===== config.mk =====
export PLATFORM = sky130hd
export DESIGN_NAME = decoder_flat
export DESIGN_NICKNAME = d
export VERILOG_FILES = /design/src/rtl/decoder_if.sv /design/src/rtl/decoder.sv /design/src/flat_wrapper.sv
export SDC_FILE = /design/constraint.sdc
export NUM_CORES = 1
export LEC_CHECK = 0
export BUFFER_PORTS_ARGS = -buffer_cell sky130_fd_sc_hd__buf_4
export CORE_ASPECT_RATIO = 0.8
export CORE_MARGIN = 8
export CORE_UTILIZATION = 35
export CTS_CLUSTER_DIAMETER = 120
export CTS_CLUSTER_SIZE = 40
export DETAILED_ROUTE_END_ITERATION = 10
export PLACE_DENSITY = 0.66
export SYNTH_ARGS = -nofsm -noshare
export SYNTH_HDL_FRONTEND = slang
export SYNTH_SLANG_ARGS = --single-unit

===== constraint.sdc =====
create_clock -name clk -period 1.1 [get_ports clk]
set_input_delay 0.055 -clock clk [delete_from_list [all_inputs] [get_ports clk]]
set_output_delay 0.055 -clock clk [all_outputs]
set_load 0.005 [all_outputs]

===== src/rtl/decoder_if.sv =====
// Decode-stage bus: raw instruction in, registered decoded fields and
// control strobes out. The decoder takes the slave side; whoever feeds
// instructions and consumes the decode takes the master side.
interface decoder_if #(
  parameter int INSTR_W = 32,
  parameter int ADDR_W  = 16
);
  logic               instr_valid;
  logic [INSTR_W-1:0] instruction;

  logic [2:0]         opcode;
  logic [4:0]         reg0;
  logic [4:0]         reg1;
  logic [4:0]         reg2;
  logic [ADDR_W-1:0]  addr;
  logic [INSTR_W-1:0] addr_sext;
  logic               out_valid;
  logic               is_mem;
  logic               is_branch;
  logic               is_alu;
  logic               mem_read;
  logic               mem_write;
  logic               reg_write;
  logic [1:0]         alu_op;

  modport slave (
    input  instr_valid, instruction,
    output opcode, reg0, reg1, reg2, addr, addr_sext, out_valid,
           is_mem, is_branch, is_alu, mem_read, mem_write, reg_write, alu_op
  );

  modport master (
    output instr_valid, instruction,
    input  opcode, reg0, reg1, reg2, addr, addr_sext, out_valid,
           is_mem, is_branch, is_alu, mem_read, mem_write, reg_write, alu_op
  );
endinterface


===== src/rtl/decoder.sv =====
// Instruction decode stage. Slices the instruction word into opcode,
// register specifiers and address/offset (fields overlap on purpose),
// derives class flags and control strobes from the opcode, and registers
// everything so downstream logic sees a clean one-cycle-later decode.
module decoder #(
  parameter int INSTR_W = 32,
  parameter int ADDR_W  = 16
) (
  input  logic      clk,
  input  logic      rst_n,
  decoder_if.slave  bus
);

  localparam logic [2:0] OP_LW  = 3'd0;
  localparam logic [2:0] OP_SW  = 3'd1;
  localparam logic [2:0] OP_BEQ = 3'd2;
  localparam logic [2:0] OP_BLT = 3'd3;
  localparam logic [2:0] OP_ADD = 3'd4;
  localparam logic [2:0] OP_SUB = 3'd5;
  localparam logic [2:0] OP_AND = 3'd6;
  localparam logic [2:0] OP_OR  = 3'd7;

  logic [2:0] op_next;
  logic       is_mem_next;
  logic       is_branch_next;
  logic       is_alu_next;
  logic       mem_read_next;
  logic       mem_write_next;
  logic       reg_write_next;
  logic [1:0] alu_op_next;

  // Opcode to class flags and control strobes; every code is legal.
  always_comb begin
    op_next        = bus.instruction[INSTR_W-1 -: 3];
    is_mem_next    = 1'b0;
    is_branch_next = 1'b0;
    is_alu_next    = 1'b0;
    mem_read_next  = 1'b0;
    mem_write_next = 1'b0;
    reg_write_next = 1'b0;
    alu_op_next    = 2'b00;
    case (op_next)
      OP_LW: begin
        is_mem_next    = 1'b1;
        mem_read_next  = 1'b1;
        reg_write_next = 1'b1;
      end
      OP_SW: begin
        is_mem_next    = 1'b1;
        mem_write_next = 1'b1;
      end
      OP_BEQ, OP_BLT: begin
        is_branch_next = 1'b1;
        alu_op_next    = 2'b01;
      end
      OP_ADD: begin
        is_alu_next    = 1'b1;
        reg_write_next = 1'b1;
        alu_op_next    = 2'b00;
      end
      OP_SUB: begin
        is_alu_next    = 1'b1;
        reg_write_next = 1'b1;
        alu_op_next    = 2'b01;
      end
      OP_AND: begin
        is_alu_next    = 1'b1;
        reg_write_next = 1'b1;
        alu_op_next    = 2'b10;
      end
      OP_OR: begin
        is_alu_next    = 1'b1;
        reg_write_next = 1'b1;
        alu_op_next    = 2'b11;
      end
      default: begin
        is_alu_next    = 1'b0;
      end
    endcase
  end

  // Capture fields and flags on a valid instruction, otherwise hold them; out_valid tracks instr_valid.
  always_ff @(posedge clk or negedge rst_n) begin
    if (!rst_n) begin
      bus.opcode    <= '0;
      bus.reg0      <= '0;
      bus.reg1      <= '0;
      bus.reg2      <= '0;
      bus.addr      <= '0;
      bus.addr_sext <= '0;
      bus.out_valid <= 1'b0;
      bus.is_mem    <= 1'b0;
      bus.is_branch <= 1'b0;
      bus.is_alu    <= 1'b0;
      bus.mem_read  <= 1'b0;
      bus.mem_write <= 1'b0;
      bus.reg_write <= 1'b0;
      bus.alu_op    <= '0;
    end else begin
      bus.out_valid <= bus.instr_valid;
      if (bus.instr_valid) begin
        bus.opcode    <= op_next;
        bus.reg0      <= bus.instruction[28:24];
        bus.reg1      <= bus.instruction[23:19];
        bus.reg2      <= bus.instruction[18:14];
        bus.addr      <= bus.instruction[ADDR_W-1:0];
        bus.addr_sext <= {{(INSTR_W-ADDR_W){bus.instruction[ADDR_W-1]}},
                          bus.instruction[ADDR_W-1:0]};
        bus.is_mem    <= is_mem_next;
        bus.is_branch <= is_branch_next;
        bus.is_alu    <= is_alu_next;
        bus.mem_read  <= mem_read_next;
        bus.mem_write <= mem_write_next;
        bus.reg_write <= reg_write_next;
        bus.alu_op    <= alu_op_next;
      end
    end
  end

endmodule


===== src/flat_wrapper.sv =====
// flat-port wrapper written by rule: the top's interface ports become plain ports
module decoder_flat 
#(
  parameter int INSTR_W = 32,
  parameter int ADDR_W  = 16
)
  (clk, rst_n, bus_instr_valid, bus_instruction, bus_opcode, bus_reg0, bus_reg1, bus_reg2, bus_addr, bus_addr_sext, bus_out_valid, bus_is_mem, bus_is_branch, bus_is_alu, bus_mem_read, bus_mem_write, bus_reg_write, bus_alu_op);
  decoder_if #(.INSTR_W(INSTR_W), .ADDR_W(ADDR_W)) bus_i ();
  input  logic clk;
  input  logic rst_n;
  input wire logic [$bits(bus_i.instr_valid)-1:0] bus_instr_valid;
  input wire logic [$bits(bus_i.instruction)-1:0] bus_instruction;
  output wire logic [$bits(bus_i.opcode)-1:0] bus_opcode;
  output wire logic [$bits(bus_i.reg0)-1:0] bus_reg0;
  output wire logic [$bits(bus_i.reg1)-1:0] bus_reg1;
  output wire logic [$bits(bus_i.reg2)-1:0] bus_reg2;
  output wire logic [$bits(bus_i.addr)-1:0] bus_addr;
  output wire logic [$bits(bus_i.addr_sext)-1:0] bus_addr_sext;
  output wire logic [$bits(bus_i.out_valid)-1:0] bus_out_valid;
  output wire logic [$bits(bus_i.is_mem)-1:0] bus_is_mem;
  output wire logic [$bits(bus_i.is_branch)-1:0] bus_is_branch;
  output wire logic [$bits(bus_i.is_alu)-1:0] bus_is_alu;
  output wire logic [$bits(bus_i.mem_read)-1:0] bus_mem_read;
  output wire logic [$bits(bus_i.mem_write)-1:0] bus_mem_write;
  output wire logic [$bits(bus_i.reg_write)-1:0] bus_reg_write;
  output wire logic [$bits(bus_i.alu_op)-1:0] bus_alu_op;
  assign bus_i.instr_valid = bus_instr_valid;
  assign bus_i.instruction = bus_instruction;
  assign bus_opcode = bus_i.opcode;
  assign bus_reg0 = bus_i.reg0;
  assign bus_reg1 = bus_i.reg1;
  assign bus_reg2 = bus_i.reg2;
  assign bus_addr = bus_i.addr;
  assign bus_addr_sext = bus_i.addr_sext;
  assign bus_out_valid = bus_i.out_valid;
  assign bus_is_mem = bus_i.is_mem;
  assign bus_is_branch = bus_i.is_branch;
  assign bus_is_alu = bus_i.is_alu;
  assign bus_mem_read = bus_i.mem_read;
  assign bus_mem_write = bus_i.mem_write;
  assign bus_reg_write = bus_i.reg_write;
  assign bus_alu_op = bus_i.alu_op;
  decoder #(.INSTR_W(INSTR_W), .ADDR_W(ADDR_W)) u_core (.clk(clk), .rst_n(rst_n), .bus(bus_i));
endmodule

# After elaboration in Yosys (flattened, before gate mapping)
# Index checks and enable logic that the tools add are counted.
dict set report word_totals {
  reg_bits 59
  inputBits 35
  output_inout_bits 75
  word_cells 34
}
dict set report op_classes {
  n_eq_ne 7
  n_mux 7
  n_reduce_logical 6
}
# op count
set ops {}
lappend ops {{equality test 3 bit, second input constant} 4}
lappend ops {{equality test 3 x 2 -> 1 bit, second input constant} 2}
lappend ops {{2-to-1 mux 1 bit} 6}
lappend ops {{case mux 2 bit (3 select lines)} 1}
lappend ops {{OR reduction 5 bit} 1}
lappend ops {{OR reduction 2 bit} 2}
lappend ops {{OR reduction 4 bit} 1}
lappend ops {{equality test 3 x 1 -> 1 bit, second input constant} 1}
lappend ops {{zero test 3 bit} 1}
lappend ops {{OR reduction 3 bit} 1}

# Longest topological paths before layout
# Gate-level depths: netlist of run 1.
dict set report logic_depth {
  depth_word 3
  depth_mapped 4
}

# Worst setup path after synthesis of run 1
# No wires, ideal clock.
dict set report synth_path {
  path_kind {reg2reg}
  start {register u_core.bus.reg2[1] (netlist name)}
  end {register u_core.bus.reg2[1]}
  setup_ns 0.125
  arrival_time_ns 0.848
  t_required_ns 0.975
  path_slack_ns 0.127
  stages_incl_launch_ff 2
  period_less_slack_ns 0.973
  cell_sequence {dfrtp_1 mux2_4}
}
# element line
set synth_lines {}
lappend synth_lines {{end signal, assigned} decoder.sv:105} ;# bus.reg2 <= bus.instruction[18:14];
lappend synth_lines {{end, declared} decoder_if.sv:28} ;# output opcode, reg0, reg1, reg2, addr, addr_sext, out_valid,

==> flow_summary.ini, run 1 <==
[status]
status = finished clean

[placement]
dp_hpwl_um = 3510
place.gp.congestion = 0.679
port_buffers = 109
dpl_cell_area_mm2 = 0.00258
dp.cells = 287

[sta]
drv_slew = 0
skew_ns = 0
rsz0062_at_grt = false
timing.final.hold_violations = 0
slew_headroom = 0.657
setup_viol = 0
tightestPinTransition_ns = 0.515
period_share = 0.947
fin_crit_ns = 1.04
timing.fmax_mhz = 960
fin_tns_setup_ns = 0
hold_ws_ns = 0.00872

[layout]
area_growth_pct = 53.3
final_nets = 282
final_cell_count_no_fill = 326
num-fill-cells = 459
drive_above_1_share = 0.629
post-route-cell-area_mm2 = 0.00301
utilization = 0.554
antennaDiodeCount = 0

[pwr]
power_leakage_nw = 1.52
powerDensity_mw_per_mm2 = 1310
swShare = 0.241
p_int_mw = 2.99
clock_power_share = 0.306
vdd_drop_max_uv = 659
power_switching_uw = 949
pwr-share-seq = 0.445
combinationalPowerShare = 0.250

[hold_path]
whs_path_depth = 3
min_from = bus_instruction[29]
hp-class = input port to flop
hold_end = u_core.bus.opcode[0]

[logic_synthesis]
synth.distinct_cells = 20
ys_seq_area_frac = 0.523
synth_area_mm2 = 0.00196
synth_area_leaders = dfrtp_1 52%, mux2_4 20%, buf_4 13%, mux2_2 3.4%, buf_12 3.1%
synth_area_per_cell_um2 = 14.2
yosysTopAreaCell = dfrtp_1
ys_ff_latch = 41
yosysWarnings = 0
netlist_instances = 138
syn_nets = 173
synth.top_cell.area_share = 0.523

[floorplan]
boundaryPins = 110
row_count = 24
die_h_um = 83.0
die_x_um = 99.7
coreArea_mm2 = 0.00544
dieArea_mm2 = 0.00828
initial_core_util = 0.361

[route]
routedWlPerCell_um = 14.8
wirelength_um = 4830
vias_per_cell = 4.15
postRouteAntennaNets = 0
drc_errors = 0
num_vias = 1354
first_pass_iters = 3
first_iter_violations = 37

[cts]
htree_levels = 2
cts_buffer_depth = 2
clk_latency_ns = 0.30
cts_tree = built
clock_sinks = 41
clk_pin_slew_ns = 0.09
cts_root_buf = clkbuf_8
cts_made_buffers = 5

[global_routing]
globalRouteTotalUtil = 0.117
grt_pass1_wl_um = 7800
overflow = 0
grt_pass1_vias = 1534
grt_max_degree = 42
antenna_found_initial = 0

[worst_setup_path]
reg2regPathDepth = 2
path_max_fanout = 7
r2r_start = u_core.bus.reg2[1]
endpoint_kind = primary output
path_class = flop to primary output
r2r_end = u_core.bus.reg2[1]
cp.arrival_ns = 0.99
crit_path_start_kind = flop
worstPathRequired_ns = 1.04
reg2reg_slack_ns = 0.16

[run]
cap_violations = 0
power by group through the flow:
stage | clock [mW] | combinational, mW | sequential (mW)
global route | 1.33 | 1.07 | 1.77
detailed placement | 0 | 0.901 | 1.78
CTS | 1.25 | 1.00 | 1.75
floorplan | 0 | 0.470 | 1.79
finish | 1.20 | 0.983 | 1.75
global placement | 0 | 0.884 | 1.78
cells in the final DEF (no fill, tap or decap):
master / instances
buf_4: 110
dfrtp_1: 40
dlygate4sd3_1: 30
mux2_4: 26
inv_1: 6
mux2_2: 6
o21ai_0: 5
clkbuf_8: 5
nor2_1: 3
a21oi_1: 2
buf_12: 2
nand2_4: 1
mux2i_1: 1
nand2_1: 1
nand3_1: 1
o21ba_2: 1
o32ai_2: 1
nand3b_1: 1
nor3_1: 1
clkbuf_1: 1
clkinv_4: 1
bufinv_16: 1
buf_6: 1
dfrtp_2: 1
stage by stage:
stage / power, mW / setup WS [ns]
4_1_cts: 4.00 / 0.0297
3_5_place_dp: 2.68 / 0.198
5_1_grt: 4.17 / 0.0102
2_1_floorplan: 2.26 / 0.127
6_report: 3.94 / 0.0579
3_3_place_gp: 2.67 / 0.221
layout make-up:
type | instances | area (um^2) | area share
clock buffer | 6 | 72.6 | 0.0241
clock inverter | 2 | 38.8 | 0.0129
inverter | 6 | 22.5 | 0.00748
multi-input combinational | 50 | 573 | 0.190
sequential | 41 | 1030 | 0.341
tap | 78 | 97.6 | 0.0324
timing repair buffer | 143 | 1180 | 0.391
cells in the mapped netlist:
library cell and count:
a21oi_1 2, buf_12 3, buf_2 2, buf_4 34, buf_6 1, clkbuf_2 1, dfrtp_1 41, inv_1 6
mux2_2 6, mux2_4 26, mux2i_1 1, nand2_1 1, nand2_4 1, nand3_1 1, nand3b_1 1, nor2_1 3
nor3_1 1, o21ai_0 5, o21ba_2 1, o32ai_2 1
worst max-delay path, cell delays in order, from the launching register on:
cell	delay, ns
dfrtp_2	0.41
buf_4	0.16
buf_4	0.13
worst max path at each step:
stage | from | end | cells after the start
6_report | u_core.bus.reg2[1] | bus_addr_sext[18] | 2
5_1_grt | u_core.bus.reg2[1] | bus_addr_sext[16] | 2
4_1_cts | u_core.bus.reg2[1] | bus_addr[15] | 2
3_5_place_dp | bus_instr_valid | u_core.bus.reg2[3] | 3
3_3_place_gp | bus_instr_valid | u_core.bus.reg2[3] | 3
2_1_floorplan | u_core.bus.reg2[1] | u_core.bus.reg2[1] | 1
layer usage:
| metal | share of wire | GRT usage | vias up |
|---|---|---|---|
| met2 | 0.42 | 0.167 | 82 |
| met5 | 0 | 0 | - |
| met4 | 0.0033 | 0.0288 | 0 |
| li1 | - | - | 637 |
| met3 | 0.13 | 0.0792 | 2 |
| met1 | 0.44 | 0.141 | 633 |
sequential cells by signal, summed over array words and instances (netlist names):
name                  count
u_core.bus.reg0           5
u_core.bus.opcode         3
u_core.bus.mem_read       1
u_core.bus.alu_op         2
u_core.bus.is_alu         1
u_core.bus.addr          15
u_core.bus.is_mem         1
u_core.bus.reg2           4
u_core.bus.reg1           5
u_core.bus.is_branch      1
u_core.bus.out_valid      1
u_core.bus.mem_write      1
u_core.bus.reg_write      1
cells by family after synthesis:
kind of cell	synth area share
AO/OA/AOI/OAI	0.0312
buffers and inverters	0.185
flip-flops	0.523
multiplexers	0.238
AND/OR/NAND/NOR	0.0223
repair_timing:
| action | 4_1_cts | 5_1_grt |
|---|---|---|
| hold endpoints to repair | 70 | 0 |
| pin swaps | 0 | 0 |
| setup endpoints to repair | 13 | 13 |
| resized for setup | 1 | 1 |
| hold buffers | 30 | 0 |
| buffers inserted | 1 | 0 |
Note: power is estimated with default switching activity, not from simulation.
==> run 2: changes to the inputs <==
- ABC_AREA: unset -> 1
- PLACE_DENSITY: 0.66 -> 0.67
==> run 2 against run 1 <==
Die area decreased by 5.9%. Wire length is 6.6% higher. Setup slack got worse by 0.043 ns. First-iteration DRC count rose by 51%. Area after synthesis down 7.2%. Design area shrank 6.7%.
==> flow_summary.ini, run 2 <==
[route]
first_iter_violations = 56
wirelength_um = 5150
vias_per_cell = 4.13
drc_errors = 0
first_pass_iters = 4
postRouteAntennaNets = 0
num_vias = 1547
routedWlPerCell_um = 13.7

[global_routing]
grt_pass1_vias = 1621
grt_pass1_wl_um = 8250
antenna_found_initial = 0
overflow = 0
globalRouteTotalUtil = 0.127
grt_max_degree = 42

[cts]
htree_levels = 2
clock_sinks = 41
cts_buffer_depth = 2
cts_tree = built
cts_root_buf = clkbuf_8
clk_pin_slew_ns = 0.07
cts_made_buffers = 5
clk_latency_ns = 0.28
post_cts_buffers = 0

[placement]
dp.cells = 337
place.gp.congestion = 0.719
dp_worst_setup_slack_ns = 0.178
port_buffers = 109
dp_hpwl_um = 3440

[layout]
final_cell_count_no_fill = 375
antennaDiodeCount = 0
final_nets = 347
largest_reg_flops = 15
final_cell_mix = 110 x buf_4, 107 x nand2_1, 40 x dfrtp_1
largestRegisters = u_core.bus.addr x15, u_core.bus.reg0 x5, u_core.bus.reg1 x5
top_register = u_core.bus.addr
layout_commonest_cell = buf_4
utilization = 0.560
area_growth_pct = 54.1
drive_above_1_share = 0.377

[logic_synthesis]
yosysTopAreaCell = dfrtp_1
synth_common_cells = 107 x nand2_1, 41 x dfrtp_1, 35 x buf_4
syn_nets = 241
synth.top_cell.area_share = 0.563
synth_area_mm2 = 0.00182
synth-async-reset-ratio = 1.00
synth-edff-count = 0
yosysWarnings = 0
synth_area_per_cell_um2 = 8.84
ys_seq_area_frac = 0.563
ys_ff_latch = 41
ys.flop_type = dfrtp_1
synth_most_common_cell = nand2_1
synth.distinct_cells = 10
synth_area_leaders = dfrtp_1 56%, nand2_1 22%, buf_4 14%, buf_6 2.5%, nand3_1 1.4%
netlist_instances = 206

[worst_setup_path]
path_cells = buf_4
endpoint_kind = primary output
crit_start = u_core.bus.reg2[1]
path_max_fanout = 20
critPathMaxStageDelay_ns = 0.57
path_class = flop to primary output
critical_path_buf_inv_count = 1
critPathTopFamily = flip-flops
r2r_start = u_core.bus.reg2[1]
path_depth = 1
worstPathRequired_ns = 1.04
reg2regPathDepth = 2
cp.arrival_ns = 1.03
crit_path_start_kind = flop
crit_slowest_cell = dfrtp_4

[hold_path]
min_from = bus_instruction[30]
whs_path_depth = 3
hp-class = input port to flop

[sta]
rsz0062_at_grt = true
timing.final.hold_violations = 0
period_share = 0.986
setup_ws_ns = 0.0151
tightestPinTransition_ns = 0.518
skew_ns = 0
slew_headroom = 0.655
timing.fmax_mhz = 922
setup_viol = 0
drv_slew = 0
fin_crit_ns = 1.08

[floorplan]
coreArea_mm2 = 0.00501
die_h_um = 80.5
dieArea_mm2 = 0.00778
initial_core_util = 0.364
boundaryPins = 110
die_x_um = 96.7
row_count = 23

[status]
status = finished clean

[pwr]
vdd_drop_max_uv = 737
power_leakage_nw = 1.58
powerDensity_mw_per_mm2 = 1240

[run]
cap_violations = 0
-- run 2: cell count changes in the layout (fill, tap and decap cells not counted), moves of 2 or more --
| cell | delta |
|---|---|
| nand3_1 | +4 |
| clkbuf_1 | +2 |
| a21oi_1 | -2 |
| o21ai_0 | -5 |
| mux2_2 | -6 |
| mux2_4 | -26 |
| o21ai_1 | +2 |
| nand2_1 | +106 |
-- run 2: stage by stage --
step	total power, mW	hold slack (ns)	area, um^2	TNS [ns]
after global placement	2.49	0.0690	2420	0
after CTS	3.53	0.00324	2800	0
after global routing	3.66	0.0280	2810	-0.479
after detailed placement	2.51	0.0772	2420	0
final	3.47	0.0182	2810	0
after floorplan	2.10	-0.241	1820	0
-- run 2: path summary, 6_finish.rpt --
path                                        end  slack (ns)
hold reg to reg               u_core.bus.is_alu        0.47
min in group asynchronous  u_core.bus.is_branch        0.29
max in group asynchronous    u_core.bus.reg2[1]        0.41
setup / recovery              bus_addr_sext[16]        0.02
setup reg to reg             u_core.bus.reg2[1]        0.28
hold / removal             u_core.bus.opcode[1]        0.02
-- run 2: routing by layer --
| metal | share of wire | wire length [um] | up-vias | track usage |
|---|---|---|---|---|
| met4 | 0.014 | 72 | 0 | 0.0383 |
| met5 | 0 | 0 | - | 0 |
| met1 | 0.40 | 2080 | 684 | 0.140 |
| met2 | 0.52 | 2660 | 58 | 0.227 |
| li1 | - | - | 795 | - |
| met3 | 0.065 | 333 | 10 | 0.0454 |
-- run 2: power breakdown --
| part | total, mW | switching, mW | internal, mW |
|---|---|---|---|
| combinational | 0.807 | 0.314 | 0.493 |
| clock | 0.919 | 0.468 | 0.451 |
| sequential | 1.74 | 0.102 | 1.64 |
| total | 3.47 | 0.884 | 2.58 |
-- run 2: what timing repair did --
| item | 4_1_cts | 5_1_grt |
|---|---|---|
| hold buffers | 30 | 0 |
| gates cloned | 0 | 0 |
| resized for setup | 1 | 1 |
| endpoints found under the hold margin | 70 | 0 |
| endpoints found under the setup margin | 19 | 19 |
| pin swaps | 0 | 0 |
-- run 2: logic make-up after synthesis --
| group | Yosys count | synth area share |
|---|---|---|
| and+or+nand+nor | 116 | 0.244 |
| buffers and inverters | 47 | 0.187 |
| DFF | 41 | 0.563 |
| AOI/OAI and AO/OA | 2 | 0.00549 |
-- run 2: area by class of cell --
cell class / instances / area [um^2]
repair buffers: 141 / 1150
clock buffers: 8 / 80.1
fillers: 471 / 2200
inverters: 5 / 18.8
multi-input cells: 118 / 454
flip-flops and latches: 41 / 1030
well taps: 62 / 77.6
